===== src/rtl/img_uart_pkg.sv =====
// Shared state encoding and header constants for the image UART streamer.
package img_uart_pkg;

  typedef logic [2:0] streamer_state_t;

  localparam streamer_state_t S_IDLE    = 3'd0;
  localparam streamer_state_t S_HEADER  = 3'd1;
  localparam streamer_state_t S_FETCH   = 3'd2;
  localparam streamer_state_t S_SEND    = 3'd3;
  localparam streamer_state_t S_WAIT_TX = 3'd4;
  localparam streamer_state_t S_DONE    = 3'd5;

  localparam logic [7:0]  HEADER_SYNC  = 8'hA5;
  localparam int unsigned HEADER_BYTES = 3;

endpackage


===== src/rtl/img_uart_streamer_uart_tx.sv =====
// 8N1 UART transmitter without reset; done_o is high whenever the line is idle.
module uart_tx #(
  parameter int unsigned CLOCKS_PER_BAUD = 50
) (
  input  logic       clk,
  input  logic [7:0] data_i,
  input  logic       start_i,
  output logic       done_o,
  output logic       tx
);

  localparam int unsigned CW = (CLOCKS_PER_BAUD > 1) ? $clog2(CLOCKS_PER_BAUD) : 1;
  typedef logic [CW-1:0] baud_t;

  logic       busy;
  baud_t      baud_cnt;
  logic [3:0] bit_cnt;
  logic [9:0] frame;

  always_ff @(posedge clk) begin
    if (!busy) begin
      if (start_i) begin
        busy     <= 1'b1;
        frame    <= {1'b1, data_i, 1'b0};
        baud_cnt <= '0;
        bit_cnt  <= '0;
      end
    end else if (baud_cnt == baud_t'(CLOCKS_PER_BAUD - 1)) begin
      baud_cnt <= '0;
      frame    <= {1'b1, frame[9:1]};
      bit_cnt  <= bit_cnt + 1'b1;
      if (bit_cnt == 4'd9) busy <= 1'b0;
    end else begin
      baud_cnt <= baud_cnt + 1'b1;
    end
  end

  // Idle level is derived from busy so power-up state reads as an idle line.
  assign done_o = ~busy;
  assign tx     = busy ? frame[0] : 1'b1;

endmodule


===== src/rtl/img_uart_streamer.sv =====
// Streams a window of BRAM pixels (optionally preceded by a 3-byte header) over UART.
module img_uart_streamer #(
  parameter int unsigned BRAM_LENGTH     = 4096,
  parameter int unsigned BIT_DEPTH       = 8,
  parameter int unsigned BRAM_LATENCY    = 2,
  parameter int unsigned CLOCKS_PER_BAUD = 50,
  parameter int unsigned HEADER_EN       = 1,
  localparam int unsigned AW             = $clog2(BRAM_LENGTH)
) (
  input  logic                 clk,
  input  logic                 rst_in,
  input  logic                 start_in,
  input  logic [AW-1:0]        base_addr_in,
  input  logic [AW:0]          count_in,
  input  logic                 abort_in,
  input  logic [BIT_DEPTH-1:0] data_in,
  output logic [AW-1:0]        addr_out,
  output logic                 tx_out,
  output logic                 busy_out,
  output logic                 done_out,
  output logic                 aborted_out
);
  import img_uart_pkg::*;

  localparam int unsigned BPP = (BIT_DEPTH + 7) / 8;
  localparam int unsigned SW  = BPP * 8;
  localparam int unsigned LW  = $clog2(BRAM_LATENCY + 1);
  localparam int unsigned BW  = $clog2(BPP + 1);

  typedef logic [AW:0]   cnt_t;
  typedef logic [AW-1:0] addr_t;
  typedef logic [SW-1:0] shreg_t;
  typedef logic [LW-1:0] lat_t;
  typedef logic [BW-1:0] bidx_t;

  localparam cnt_t LEN = cnt_t'(BRAM_LENGTH);

  streamer_state_t state;
  addr_t           base;
  cnt_t            count, pix_idx, count_clamped;
  lat_t            lat_cnt;
  shreg_t          shreg;
  bidx_t           byte_idx;
  logic [1:0]      hdr_idx;
  logic            in_hdr, seen_low;
  logic [15:0]     count16;
  logic [7:0]      hdr_byte, tx_byte;
  logic            tx_start, tx_done;

  function automatic addr_t wrap_addr(input addr_t b, input cnt_t idx);
    cnt_t sum;
    sum = {1'b0, b} + idx;
    if (sum >= LEN) sum = sum - LEN;
    return sum[AW-1:0];
  endfunction

  always_comb begin
    count_clamped = (count_in > LEN) ? LEN : count_in;
    count16       = 16'(count);
    case (hdr_idx)
      2'd0:    hdr_byte = HEADER_SYNC;
      2'd1:    hdr_byte = count16[7:0];
      default: hdr_byte = count16[15:8];
    endcase
    tx_byte  = in_hdr ? hdr_byte : shreg[7:0];
    tx_start = (state == S_SEND) && tx_done;
  end

  always_ff @(posedge clk) begin
    if (rst_in) begin
      state       <= S_IDLE;
      addr_out    <= '0;
      aborted_out <= 1'b0;
      base        <= '0;
      count       <= '0;
      pix_idx     <= '0;
      byte_idx    <= '0;
      hdr_idx     <= '0;
      lat_cnt     <= '0;
      shreg       <= '0;
      in_hdr      <= 1'b0;
      seen_low    <= 1'b0;
    end else begin
      case (state)
        S_IDLE: if (start_in) begin
          base        <= base_addr_in;
          count       <= count_clamped;
          pix_idx     <= '0;
          byte_idx    <= '0;
          hdr_idx     <= '0;
          aborted_out <= 1'b0;
          in_hdr      <= (HEADER_EN != 0);
          if (HEADER_EN != 0) begin
            state <= S_HEADER;
          end else if (count_clamped == '0) begin
            state <= S_DONE;
          end else begin
            addr_out <= wrap_addr(base_addr_in, '0);
            lat_cnt  <= '0;
            state    <= S_FETCH;
          end
        end
        S_HEADER: begin
          if (abort_in) begin
            aborted_out <= 1'b1;
            state       <= S_DONE;
          end else begin
            state <= S_SEND;
          end
        end
        S_FETCH: begin
          if (lat_cnt == '0 && abort_in) begin
            aborted_out <= 1'b1;
            state       <= S_DONE;
          end else if (lat_cnt == lat_t'(BRAM_LATENCY)) begin
            shreg <= shreg_t'(data_in);
            state <= S_SEND;
          end else begin
            lat_cnt <= lat_cnt + 1'b1;
          end
        end
        S_SEND: if (tx_done) begin
          seen_low <= 1'b0;
          state    <= S_WAIT_TX;
        end
        S_WAIT_TX: begin
          // Byte boundary is the low-then-high edge of done_o, not merely done_o high.
          if (!tx_done) begin
            seen_low <= 1'b1;
          end else if (seen_low) begin
            if (abort_in) begin
              aborted_out <= 1'b1;
              state       <= S_DONE;
            end else if (in_hdr) begin
              if (hdr_idx == 2'(HEADER_BYTES - 1)) begin
                in_hdr <= 1'b0;
                if (count == '0) begin
                  state <= S_DONE;
                end else begin
                  addr_out <= wrap_addr(base, '0);
                  lat_cnt  <= '0;
                  state    <= S_FETCH;
                end
              end else begin
                hdr_idx <= hdr_idx + 1'b1;
                state   <= S_HEADER;
              end
            end else begin
              shreg <= shreg >> 8;
              if (byte_idx != bidx_t'(BPP - 1)) begin
                byte_idx <= byte_idx + 1'b1;
                state    <= S_SEND;
              end else if (pix_idx + 1'b1 == count) begin
                state <= S_DONE;
              end else begin
                pix_idx  <= pix_idx + 1'b1;
                byte_idx <= '0;
                addr_out <= wrap_addr(base, pix_idx + 1'b1);
                lat_cnt  <= '0;
                state    <= S_FETCH;
              end
            end
          end
        end
        S_DONE:  state <= S_IDLE;
        default: state <= S_IDLE;
      endcase
    end
  end

  assign busy_out = (state != S_IDLE) && (state != S_DONE);
  assign done_out = (state == S_DONE);

  uart_tx #(.CLOCKS_PER_BAUD(CLOCKS_PER_BAUD)) u_uart_tx (
    .clk     (clk),
    .data_i  (tx_byte),
    .start_i (tx_start),
    .done_o  (tx_done),
    .tx      (tx_out)
  );

endmodule

===== config.mk =====
export PLATFORM = sky130hd
export DESIGN_NAME = img_uart_streamer
export DESIGN_NICKNAME = d
export VERILOG_FILES = /design/src/rtl/img_uart_pkg.sv /design/src/rtl/img_uart_streamer_uart_tx.sv /design/src/rtl/img_uart_streamer.sv
export SDC_FILE = /design/constraint.sdc
export NUM_CORES = 1
export LEC_CHECK = 0
export ABC_CLOCK_PERIOD_IN_PS = 2850
export CORE_MARGIN = 2
export CORE_UTILIZATION = 52
export CTS_BUF_LIST = sky130_fd_sc_hd__clkbuf_4 sky130_fd_sc_hd__clkbuf_8 sky130_fd_sc_hd__clkbuf_16
export CTS_CLUSTER_SIZE = 25
export DETAILED_ROUTE_END_ITERATION = 12
export PLACE_DENSITY_LB_ADDON = 0.05
export SLEW_MARGIN = 20
export SYNTH_ARGS = -nofsm -noshare
export SYNTH_HDL_FRONTEND = slang
export SYNTH_SLANG_ARGS = --single-unit

===== constraint.sdc =====
create_clock -name clk -period 2.85 [get_ports clk]
set_input_delay 0.7125 -clock clk [delete_from_list [all_inputs] [get_ports clk]]
set_output_delay 0.7125 -clock clk [all_outputs]
set_load 0.005 [all_outputs]

==> impl_metrics.yaml, run 1 <==
logic_synthesis:
  synth-adder-area-share_pct: 5.52
  synth_most_common_cell: "nand2_1"
  synth_compound_area_share_pct: 19.9
  ys_seq_elements: 88
  synthArstFlopShare_pct: 0
  synth_edf_count: 19
  synth.avg_cell_area_um2: 8.29
  synthMuxAreaShare_pct: 1.16
  synth_top_family_by_area: "simple AND/OR/NAND/NOR gates"
  synth-simple-area-share_pct: 26.0
  synthTopCellsByCount: "76 x nand2_1, 69 x dfxtp_1, 68 x a21oi_1"
  yosysWarnings: 0
  synth_ff_type: "dfxtp_1"
  synthCells: 639
  yosys.area.top_type: "dfxtp_1"
  synthXorXnorAreaFrac_pct: 6.54
  synth.area.top_cells: "dfxtp_1 26%, edfxtp_1 11%, a21oi_1 6.4%"
  netlist_area_um2: 5300
  synth_seq_area_share_pct: 36.8
  yosysUniqueCellTypes: 73
  synth_top_area_share_pct: 26.1
  synth_fp_nets: 698
route:
  wl_per_cell_um: 16.9
  vias: 4879
  drt_iter0_drc: 338
  routed_wl_mm: 14.2
  viasPerCell: 5.79
  drcViolationCount: 0
  dr.pass1.iters: 5
  antenna_left: 0
placement:
  dp_cells: 826
  port_buffers: 52
  dpl_cell_area_um2: 6130
  dp.final_hpwl_mm: 10.8
  gp_congestion: 0.917
global_route:
  grt_pass1_wl_mm: 23.6
  gr-total-overflow: 0
  grt.total_usage_pct: 26.7
  busiest_layer: "met2"
  met3_usage_pct: 4.05
  antenna_found_initial: 0
  grt_use_met1_pct: 34.6
  grt_pass1_vias: 4793
  grt_max_degree: 40
  use_met2_pct: 45.5
sta:
  setup_viol: 0
  hold_viol_final: 0
  drv_slew: 0
  tns_ps: 0
  worst_pin_slew_ps: 501
  timing.final.crit_share_pct: 96.8
  clock.fmax_ghz: 0.363
  maxSlewHeadroom_pct: 65.7
  rsz0062_at_grt: "yes"
  clock_skew_ps: 10.9
  period_needed_ps: 2760
  whs_ps: 472
die:
  die_h_um: 105
  die_w_um: 105
  dieArea_um2: 11000
  ios: 53
  num_rows: 36
  core_area_um2: 9820
  initial_utilization_pct: 54.0
final_layout:
  antenna_cells: 0
  area_growth_pct: 20.0
  fillers: 887
  regArea_um2: 1960
  final_nets: 764
  multi_input_area_um2: 3190
  drive_gt1_share_pct: 11.4
  fin_area_um2: 6360
  stdcell_count: 843
critical_path:
  worstPathRequired_ps: 3130
  critPathLaunchType: "flop"
  worstPathMaxFanout: 6
  worstSetupPathType: "reg2reg"
  worst_ep_arrival_time_ps: 3040
  cp-end-kind: "flop"
outcome:
  status: "complete, no violations"
clock_network:
  cts.sinks: 88
  clkTransAtPathRegs_ps: 90
  cts_tree: "built"
  clkLatencyLatePin_ps: 370
  clk_path_buf_depth: 2
  numCtsBuffers: 9
  htree_levels: 3
  hold_buffers: 0
  clockRootBuffer: "clkbuf_8"
power:
  p_leak_nw: 2.30
  power_density_nw_per_um2: 509
  vdd_drop_max_mv: 0.277
flow_run:
  maxCapViolCount: 0
min_path:
  hold_path.class: "reg2reg"
layout make-up:
class,instances,share of cell area (%)
Clock buffer,10,2.07
Clock inverter,6,0.669
Inverter,17,1.00
Multi-Input combinational cell,498,50.1
Sequential cell,88,30.8
Tap cell,133,2.62
Timing Repair Buffer,91,12.7
cell families after synthesis:
group	count (synthesis)
and+or+nand+nor	269
AOI/OAI and AO/OA	167
DFF	88
buffers and inverters	53
xor gates and xnor gates	33
adders and majority gates	23
muxes	6
critical path, cell delays in order (launching register included):
cell and delay (ps):
dfxtp_1 380, buf_4 160, nand4_2 150, nor2_4 150, xor2_1 210, ha_1 310, and2_1 220, a311oi_2 280
a21oi_1 120, xnor2_1 140, or3_1 310, a311oi_1 250
registers in the layout (all words and copies together), names as in the netlist, 3 cells and up:
register            count
addr_out               12
base                   12
count                  13
pix_idx                13
shreg                   8
state                   3
u_uart_tx.baud_cnt      6
u_uart_tx.bit_cnt       4
u_uart_tx.frame         9
repair_timing:
action                                  CTS  global route
gates cloned                              0             0
resized for setup                         2            12
buffers inserted                          0             1
endpoints found under the setup margin    1            15
pin swaps                                 1             1
layout by cell type, fill, tap and decap left out, types with 17 or more instances in the layout:
master and count:
a21oi_1 68, buf_4 39, clkdlybuf4s50_1 51, dfxtp_1 64, edfxtp_1 19, ha_1 20
inv_1 17, nand2_1 76, nand2b_1 21, nand3_1 34, nor2_1 56, o21ai_0 25
power breakdown:
group	switching, mW	internal [mW]
sequential	0.123	1.43
clock	0.474	0.329
combinational	0.519	0.363
path summary, 6_finish.rpt:
kind	from	end	slack [ps]	cells after the start
setup reg to reg	pix_idx[0]	addr_out[11]	90	11
setup / recovery	pix_idx[0]	addr_out[11]	90	11
hold reg to reg	shreg[1]	shreg[1]	470	2
hold / removal	shreg[1]	shreg[1]	470	2
routing by layer:
metal | part of all wire, % | routed length, µm
met5 | 0 | 0
met2 | 48 | 6860
met3 | 4.2 | 599
met4 | 1.3 | 182
met1 | 46 | 6570
metrics by stage:
stage,worst slack (ps),power [mW],utilization [%]
2_1_floorplan,29.2,2.15,-
3_3_place_gp,72.1,2.43,62.5
3_5_place_dp,-21.6,2.45,62.5
4_1_cts,4.51,3.24,64.3
5_1_grt,-71.9,3.42,64.8
6_report,92.0,3.24,64.8
(Power assumes the default switching activity.)
==> inputs of run 2 (changes only) <==
--- a/config.mk
+++ b/config.mk
@@ -9,6 +9,7 @@
 export CORE_MARGIN = 2
 export CORE_UTILIZATION = 52
 export CTS_BUF_LIST = sky130_fd_sc_hd__clkbuf_4 sky130_fd_sc_hd__clkbuf_8 sky130_fd_sc_hd__clkbuf_16
+export CTS_CLUSTER_DIAMETER = 120
 export CTS_CLUSTER_SIZE = 25
 export DETAILED_ROUTE_END_ITERATION = 12
 export PLACE_DENSITY_LB_ADDON = 0.05
==> results of run 2 <==
Final layout, timing and power as in run 1 (identical DEF).
==> inputs of run 3 (changes only) <==
--- a/config.mk
+++ b/config.mk
@@ -13,6 +13,8 @@
 export CTS_CLUSTER_SIZE = 25
 export DETAILED_ROUTE_END_ITERATION = 12
 export PLACE_DENSITY_LB_ADDON = 0.05
+export SETUP_SLACK_MARGIN = 0.2
+export SKIP_LAST_GASP = 1
 export SLEW_MARGIN = 20
 export SYNTH_ARGS = -nofsm -noshare
 export SYNTH_HDL_FRONTEND = slang
==> run 3 against run 2 <==
Compared with the run above:
- the flow now finishes with violations (design-rule violations)
- power rose by 8.1%
- via count rose by 2.3%
- clock power increased by 30%
- routed wire length is essentially flat
==> impl_metrics.yaml, run 3 (synthesis results as in run 1) <==
sta:
  rsz0062_at_grt: "yes"
  period_needed_ps: 2730
  timing.final.crit_share_pct: 95.8
  tns_ps: 0
  setup_viol: 0
  clock.fmax_ghz: 0.366
  worst_pin_slew_ps: 649
  clock_skew_ps: 6.78
  drv_slew: 0
  maxSlewHeadroom_pct: 56.0
  hold_viol_final: 0
die:
  ios: 53
  core_area_um2: 9820
  num_rows: 36
  initial_utilization_pct: 54.0
  die_w_um: 105
  dieArea_um2: 11000
  die_h_um: 105
final_layout:
  antenna_cells: 0
  final_common_cell: "nand2_1"
  top_regs: "count x13, pix_idx x13"
  final_nets: 762
  fillers: 822
  area_growth_pct: 23.9
  drive_gt1_share_pct: 14.5
  regArea_um2: 1980
  multi_input_area_um2: 3310
  mostFrequentLayoutCells: "75 x nand2_1, 68 x a21oi_1, 57 x dfxtp_1"
route:
  wl_per_cell_um: 16.9
  routed_wl_mm: 14.2
  dr.pass1.iters: 9
  drcViolationCount: 2
  antenna_left: 0
  viasPerCell: 5.94
  drt_iter0_drc: 358
  vias: 4992
clock_network:
  clkTransAtPathRegs_ps: 100
  clockRootBuffer: "clkbuf_8"
  clkLatencyLatePin_ps: 360
  cts.sinks: 88
  numCtsBuffers: 9
  clk_path_buf_depth: 2
  cts_tree: "built"
  htree_levels: 3
power:
  total_power_mw: 3.50
  power_density_nw_per_um2: 533
  p_leak_nw: 2.37
  vdd_drop_max_mv: 0.354
placement:
  port_buffers: 52
  dp.final_hpwl_mm: 9.92
  gp_congestion: 0.904
min_path:
  whs_endpoint: "shreg[6]"
  min_path_cells: 2
  hold_path.class: "reg2reg"
  hp-start: "shreg[6]"
critical_path:
  worstPathRequired_ps: 3130
  cp-end-kind: "flop"
  r2r-start: "pix_idx[0]"
  critPathLaunchType: "flop"
  worstSetupPathType: "reg2reg"
  r2r_slack_ps: 120
  worstPathMaxFanout: 6
  slowest_stage: "dfxtp_4"
  reg2reg_to: "addr_out[11]"
  crit_path_max_incr_delay_ps: 400
  rr_worst_depth: 11
  crit_family: "simple AND/OR/NAND/NOR gates"
  worst_path_most_repeated_cell: "ha_4"
  worstPathCellList: "ha_4 -> and3_4 -> nand3_4 -> xnor2_4 -> ha_4 -> and2_4 -> a311oi_2 -> a21oi_1 -> xnor2_1 -> or3_1 -> a311oi_1"
  worst_ep_arrival_time_ps: 3010
  path_buf_inv: 0
global_route:
  grt_pass1_wl_mm: 23.2
  gr-total-overflow: 0
  antenna_found_initial: 0
  grt.total_usage_pct: 25.7
  grt_max_degree: 69
  grt_pass1_vias: 4844
flow_run:
  maxCapViolCount: 0
outcome:
  violations: "design-rule violations"
  status: "finished, violations left"
## run 3: cell count changes in the layout (fill, tap and decap cells not counted), sizes merged
cell | previous run | this run
buf | 40 | 38
clkinvlp | 2 | 0
inv | 19 | 20
clkinv | 2 | 1
bufinv | 0 | 2
## run 3: per-stage QoR
| step | util [%] | area, µm² | std cells | hold WS [ps] | worst slack, ps |
|---|---|---|---|---|---|
| floorplan | - | 5340 | 639 | 442 | 221 |
| global placement | 61.7 | 6060 | 813 | 450 | 127 |
| detailed placement | 61.7 | 6060 | 813 | 458 | 41.7 |
| CTS | 64.7 | 6360 | 832 | 474 | 146 |
| global route | 66.9 | 6570 | 841 | 505 | 22.6 |
| finish | 66.9 | 6570 | 841 | 472 | 121 |
## run 3: worst max-delay path by stage
stage,start,end,slack [ps],depth (start not counted)
after CTS,pix_idx[2],addr_out[11],150,11
after floorplan,pix_idx[0],addr_out[11],220,12
after global placement,pix_idx[0],addr_out[11],130,12
after detailed placement,pix_idx[0],addr_out[11],40,12
final,pix_idx[0],addr_out[11],120,11
after global routing,pix_idx[0],addr_out[11],20,11
## run 3: area by class of cell
class                      count  share of cell area [%]
multi-input combinational    498                    50.4
tap                          133                    2.53
sequential                    88                    30.2
inverter                      17                   0.972
clock buffer                  10                    2.10
clock inverter                 6                    1.49
timing repair buffer          89                    12.3
## run 3: per-layer routing
layer / track usage [%] / vias to the layer above / routed length [µm]
met5: 0 / - / 0
met4: 8.57 / 0 / 249
met3: 4.05 / 22 / 677
met2: 43.2 / 144 / 7000
met1: 33.7 / 2395 / 6290
li1: - / 2431 / -
## run 3: what timing repair did
action / CTS / global route
pin swaps: 4 / 22
hold buffers: 0 / 0
endpoints found under the hold margin: 0 / 0
resized for setup: 6 / 37
endpoints found under the setup margin: 6 / 31
buffers inserted: 3 / 9
## run 3: worst reg2reg max path, stage by stage, from the launching register on
cell and delay [ps]:
dfxtp_4 400, ha_4 170, and3_4 240, nand3_4 110, xnor2_4 210, ha_4 240, and2_4 140, a311oi_2 310
a21oi_1 130, xnor2_1 140, or3_1 310, a311oi_1 260
## run 3: where the power goes
part / leakage (nW) / internal [mW] / switching (mW)
logic: 1.51 / 0.375 / 0.518
clock network: 0.119 / 0.533 / 0.505
registers: 0.747 / 1.43 / 0.142
total: 2.37 / 2.33 / 1.16
